[src/rtl/projectile_move.sv]
// Player projectile: launch from the ship, climb SPEED pixels per frame, explode or vanish on a hit.
// Define PROJECTILE_EXPLODE_EN to enable the timed explosion; otherwise a hit returns straight to IDLE.
module projectile_move #(
  parameter int          SPEED          = 4,
  parameter int          PROJ_W         = 4,
  parameter int          PROJ_H         = 8,
  parameter int          LAUNCH_X_OFS   = 14,
  parameter logic [7:0]  FLY_COLOR      = 8'hFC,
  parameter logic [7:0]  EXPLODE_COLOR  = 8'hE0,
  parameter int          EXPLODE_FRAMES = 8
) (
  input  logic        clk,
  input  logic        reset,
  input  logic        startOfFrame,
  input  logic        fire,
  input  logic [10:0] shipX,
  input  logic [10:0] shipY,
  input  logic [10:0] pixelX,
  input  logic [10:0] pixelY,
  input  logic        collision,
  input  logic        gameOver,
  output logic        projectileDrawingRequest,
  output logic [7:0]  projectileRGB,
  output logic        busy,
  output logic [7:0]  hitCount
);

  typedef enum logic [1:0] {
    IDLE    = 2'd0,
    ARMED   = 2'd1,
    FLYING  = 2'd2,
    EXPLODE = 2'd3
  } state_e;

  localparam logic [11:0] SPEED_C = 12'(SPEED);
  localparam logic [11:0] W_C     = 12'(PROJ_W);
  localparam logic [11:0] H_C     = 12'(PROJ_H);
  localparam logic [11:0] OFS_C   = 12'(LAUNCH_X_OFS);

`ifdef PROJECTILE_EXPLODE_EN
  localparam int              CNT_W    = (EXPLODE_FRAMES > 1) ? $clog2(EXPLODE_FRAMES) : 1;
  localparam logic [CNT_W-1:0] CNT_LAST = CNT_W'(EXPLODE_FRAMES - 1);
  logic [CNT_W-1:0] frame_cnt_q;
`endif

  state_e      state_q;
  logic [11:0] x_q;
  logic [10:0] top_y_q;
  logic [7:0]  hit_q;
  logic        draw_q;
  logic [7:0]  rgb_q;

  // All box arithmetic is 12 bits wide so the right/bottom edges never wrap near pixel 2047.
  logic [11:0] px_ext, py_ext, top_y_ext, ship_x_ext, ship_y_ext;
  logic        in_box_d, visible_d, can_launch_d, can_step_d;
  logic [11:0] launch_x_d;
  logic [10:0] launch_y_d, step_y_d;
  logic [7:0]  color_d;

  always_comb begin
    px_ext       = {1'b0, pixelX};
    py_ext       = {1'b0, pixelY};
    top_y_ext    = {1'b0, top_y_q};
    ship_x_ext   = {1'b0, shipX};
    ship_y_ext   = {1'b0, shipY};
    in_box_d     = (px_ext >= x_q) && (px_ext <= x_q + W_C - 12'd1) &&
                   (py_ext >= top_y_ext) && (py_ext <= top_y_ext + H_C - 12'd1);
    visible_d    = ((state_q == FLYING) || (state_q == EXPLODE)) && in_box_d && !gameOver;
    color_d      = (state_q == EXPLODE) ? EXPLODE_COLOR : FLY_COLOR;
    can_launch_d = ship_y_ext >= H_C;
    launch_x_d   = ship_x_ext + OFS_C;
    launch_y_d   = 11'(ship_y_ext - H_C);
    can_step_d   = top_y_ext >= SPEED_C;
    step_y_d     = 11'(top_y_ext - SPEED_C);
  end

  // NOTE: every register here is written with <= so all state updates see the pre-edge values.
  always_ff @(posedge clk) begin
    if (reset) begin
      state_q     <= IDLE;
      x_q         <= '0;
      top_y_q     <= '0;
      hit_q       <= '0;
      draw_q      <= 1'b0;
      rgb_q       <= 8'h00;
`ifdef PROJECTILE_EXPLODE_EN
      frame_cnt_q <= '0;
`endif
    end else begin
      draw_q <= visible_d;
      rgb_q  <= visible_d ? color_d : 8'h00;

      if (gameOver) begin
        state_q <= IDLE;
      end else begin
        case (state_q)
          IDLE: begin
            if (fire && can_launch_d) begin
              x_q     <= launch_x_d;
              top_y_q <= launch_y_d;
              state_q <= ARMED;
            end
          end
          ARMED: begin
            if (startOfFrame) state_q <= FLYING;
          end
          FLYING: begin
            // A hit in the same cycle as a frame tick wins; the position is frozen.
            if (collision) begin
              if (hit_q != 8'hFF) hit_q <= hit_q + 8'd1;
`ifdef PROJECTILE_EXPLODE_EN
              state_q     <= EXPLODE;
              frame_cnt_q <= '0;
`else
              state_q     <= IDLE;
`endif
            end else if (startOfFrame) begin
              if (can_step_d) top_y_q <= step_y_d;
              else            state_q <= IDLE;
            end
          end
          EXPLODE: begin
`ifdef PROJECTILE_EXPLODE_EN
            if (startOfFrame) begin
              if (frame_cnt_q == CNT_LAST) state_q     <= IDLE;
              else                         frame_cnt_q <= frame_cnt_q + CNT_W'(1);
            end
`else
            state_q <= IDLE;
`endif
          end
          default: state_q <= IDLE;
        endcase
      end
    end
  end

  assign projectileDrawingRequest = draw_q;
  assign projectileRGB            = rgb_q;
  assign busy                     = (state_q != IDLE);
  assign hitCount                 = hit_q;

endmodule

[config.mk]
export PLATFORM = sky130hd
export DESIGN_NAME = projectile_move
export DESIGN_NICKNAME = d
export VERILOG_FILES = /design/src/rtl/projectile_move.sv
export SDC_FILE = /design/constraint.sdc
export NUM_CORES = 1
export LEC_CHECK = 0
export ABC_AREA = 1
export BUFFER_PORTS_ARGS = -buffer_cell sky130_fd_sc_hd__buf_2
export CAP_MARGIN = 30
export CORE_MARGIN = 1.5
export CORE_UTILIZATION = 50
export CTS_BUF_LIST = sky130_fd_sc_hd__clkbuf_8
export CTS_CLUSTER_DIAMETER = 30
export CTS_CLUSTER_SIZE = 28
export DETAILED_ROUTE_END_ITERATION = 6
export GPL_TIMING_DRIVEN = 0
export PLACE_DENSITY = 0.77
export SETUP_SLACK_MARGIN = 0.05
export SLEW_MARGIN = 20
export SYNTH_ARGS = -nofsm -noshare
export SYNTH_HDL_FRONTEND = slang
export SYNTH_SLANG_ARGS = --single-unit
[constraint.sdc]
create_clock -name clk -period 3.5 [get_ports clk]
set_clock_uncertainty 0.15 [all_clocks]
set_input_delay 0.175 -clock clk [delete_from_list [all_inputs] [get_ports clk]]
set_output_delay 0.175 -clock clk [all_outputs]
set_load 0.01 [all_outputs]
==> impl_results.md <==
* Status: finished clean
* Post-route ant nets at 0
* Ys Warns at 0
* CTS tree: done
* Worst r2r src: x_q[0]
* Cell taking the most area after synthesis: dfxtp_1
* PostCTS Resize Cnt at 0
* Layout fillers at 649
* FMAX at 338 MHz
* Drt drc at 0
* Pin count of the biggest net entering global routing at 12
* Critical Path AT at 3.03 ns
* Top-area cell type share of the netlist area at 20.4%
* Initial antenna violation count at 0
* # nets final at 713
* Post-Syn Instances at 536
* Ys flop type: dfxtp_1
* Peak VDD IR at 0.123 mV
* DRT iter0 DRCs at 97
* Number of enable flip-flop cells after synthesis at 0
* Final setup fails at 0
* Pins over their slew limit at 0
* Syn Std Cell Area at 0.00353 sq mm
* Mean Syn Cell Area at 6.58 sq um
* Cell variety after synth at 38
* Pwr dens at 284 mW/mm^2
* Clock Tree Buf Depth at 2
* Gpl congestion at 0.883
* Root Driver: clkbuf_8
* Area grow syn2layout at 15.7%
* Max Cap Viol at 0
* Tot Pwr at 0.00116 W
* Via-to-Cell Ratio at 5.03
* # port buffers at 65
* DR vias at 3,559
* Final std cell area, no fill at 0.00408 sq mm
* Seq/Total Area, Yosys at 20.4%
* Initial Util at 51.9%
* Core area at 0.00679 sq mm
* Tcrit/Tclk final at 84.6%
* Post-DP HPWL at 6840 microns
* Critical path origin: x_q[0]
* Clk sink count at 36
* CP max FO at 4
* Die Area at 0.00756 sq mm
* Die extent in y at 87.0 microns
* Total wire length at 8070 microns
* Worst-skew pair later-pin latency at 0.29 ns
* Share of cells above drive strength 1 at 17.2%
* Non-Filler Instances at 707
* First-pass iteration count of the detailed router at 5
* CTS Buf Count at 5
* Reg2reg setup slack at 0.54 ns
* H-tree Lvls at 2
* Crit Path Class: reg2reg
* Vias in the first global route at 3,228
* # Post-CTS Setup Buffers at 0
* Asr flop ratio synth at 0%
* GR Overflow Total at 0
* Critical Path End Type: register
* Top cells by count, synth: nand2_1, inv_1, nor2_1
* Post-Route Setup TNS at 0 ns
* Placed cells at 698
* Top post-synthesis cells by area: dfxtp_1, ha_1, nand2_1, inv_1, xor2_1
* Worst path required time at 3.57 ns
* First-pass GRT wire length at 13,600 microns
* Clock slew at reported path FFs at 0.08 ns
* RSZ-0062 raised after global routing: no
* Row cnt at 30
* Crit start category: register
* Antenna Cells at 0
* Hold-fix buffers at CTS at 1
* P_leak at 2.06 nW
* Avg WL per Cell at 11.4 microns
* Min-delay worst type: in2reg
* GRT Total Usage at 22.3%
* Most common cell in the netlist: nand2_1
* Synth Register Bits at 36
* Core Util, Final at 60.0%
* Worst hold start: fire
* Fin crit period at 2.96 ns
* Fin. Hold Viols at 0
* I/O pin count at 68
* Placed instance area at 0.00398 sq mm
* Die W at 87.0 microns
==> cells in the final DEF, fill, tap and decap left out, drive strengths merged, types with 2 or more instances in the layout <==
| cell type | instances |
|---|---|
| xnor2 | 2 |
| dfxtp | 36 |
| nor4 | 2 |
| conb | 2 |
| nor2 | 60 |
| inv | 85 |
| nand3 | 34 |
| nand2 | 114 |
| o31ai | 2 |
| o21ai | 36 |
| nand4 | 6 |
| buf | 75 |
| clkbuf | 8 |
| xor2 | 26 |
| nor3 | 13 |
| a21oi | 45 |
| o21a | 2 |
| a31oi | 2 |
| ha | 53 |
==> cell families after synthesis <==
group	after synthesis	share of synthesized area (%)
AOI/OAI and AO/OA	90	14.1
xor gates and xnor gates	28	6.96
adders and majority gates	53	18.8
buffers and inverters	96	11.2
DFF	36	20.4
other	1	0.106
and+or+nand+nor	232	28.4
==> power by group <==
part           switching, W  internal, W
clock              0.000153     0.000157
combinational      0.000236     0.000160
sequential        0.0000235     0.000430
==> layer usage <==
layer / GRT usage [%] / wire [microns] / up-vias
met5: 0 / 0 / -
met1: 29.3 / 3880 / 1566
li1: - / - / 1885
met4: 7.92 / 145 / 0
met2: 37.5 / 3690 / 93
met3: 2.84 / 360 / 15
==> per-stage QoR <==
step           setup WS, ns  hold slack (ns)
2_1_floorplan         0.981           0.0874
3_3_place_gp          0.598            0.310
3_5_place_dp          0.556            0.307
4_1_cts               0.537           0.0315
5_1_grt               0.240           0.0510
6_report              0.540           0.0441
==> path summary, 6_finish.rpt <==
check	depth (start not counted)	end
worst max-delay path	19	projectileRGB[4]
worst max register to register	19	projectileRGB[4]
worst min-delay path	3	state_q[0]
worst min register to register	2	hitCount[2]
==> registers in the layout (all words and copies together), names as in the netlist <==
signal and count:
x_q 12, top_y_q 11, state_q 2, projectileDrawingRequest 1, hitCount 8, projectileRGB 2
==> critical path, cell delays in order, from the launching register on <==
cell     delay (ns)
dfxtp_1        0.33
inv_1          0.09
ha_1           0.23
nor3_1         0.34
nand3_1        0.18
nor2_1         0.17
nand2_1        0.08
xor2_1         0.13
inv_1          0.06
ha_1           0.27
nand2_1        0.05
inv_1          0.08
nand2_1        0.05
nor2_1         0.11
nand3_1        0.09
nand2_1        0.07
nor2_1         0.04
a21oi_1        0.17
nand2_1        0.11
nor2_1         0.11
==> area by class of cell <==
type                            count  area [sq um]  area share, %
Timing Repair Buffer               66           335           8.22
Clock buffer                        6          82.6           2.02
Sequential cell                    36           721           17.7
Clock inverter                      2          11.3          0.276
Tap cell                           96           120           2.94
Inverter                           84           315           7.73
Multi-Input combinational cell    405          2410           59.2
Buffer                             12          80.1           1.96
No activity file was read; power rests on OpenSTA's default activity.
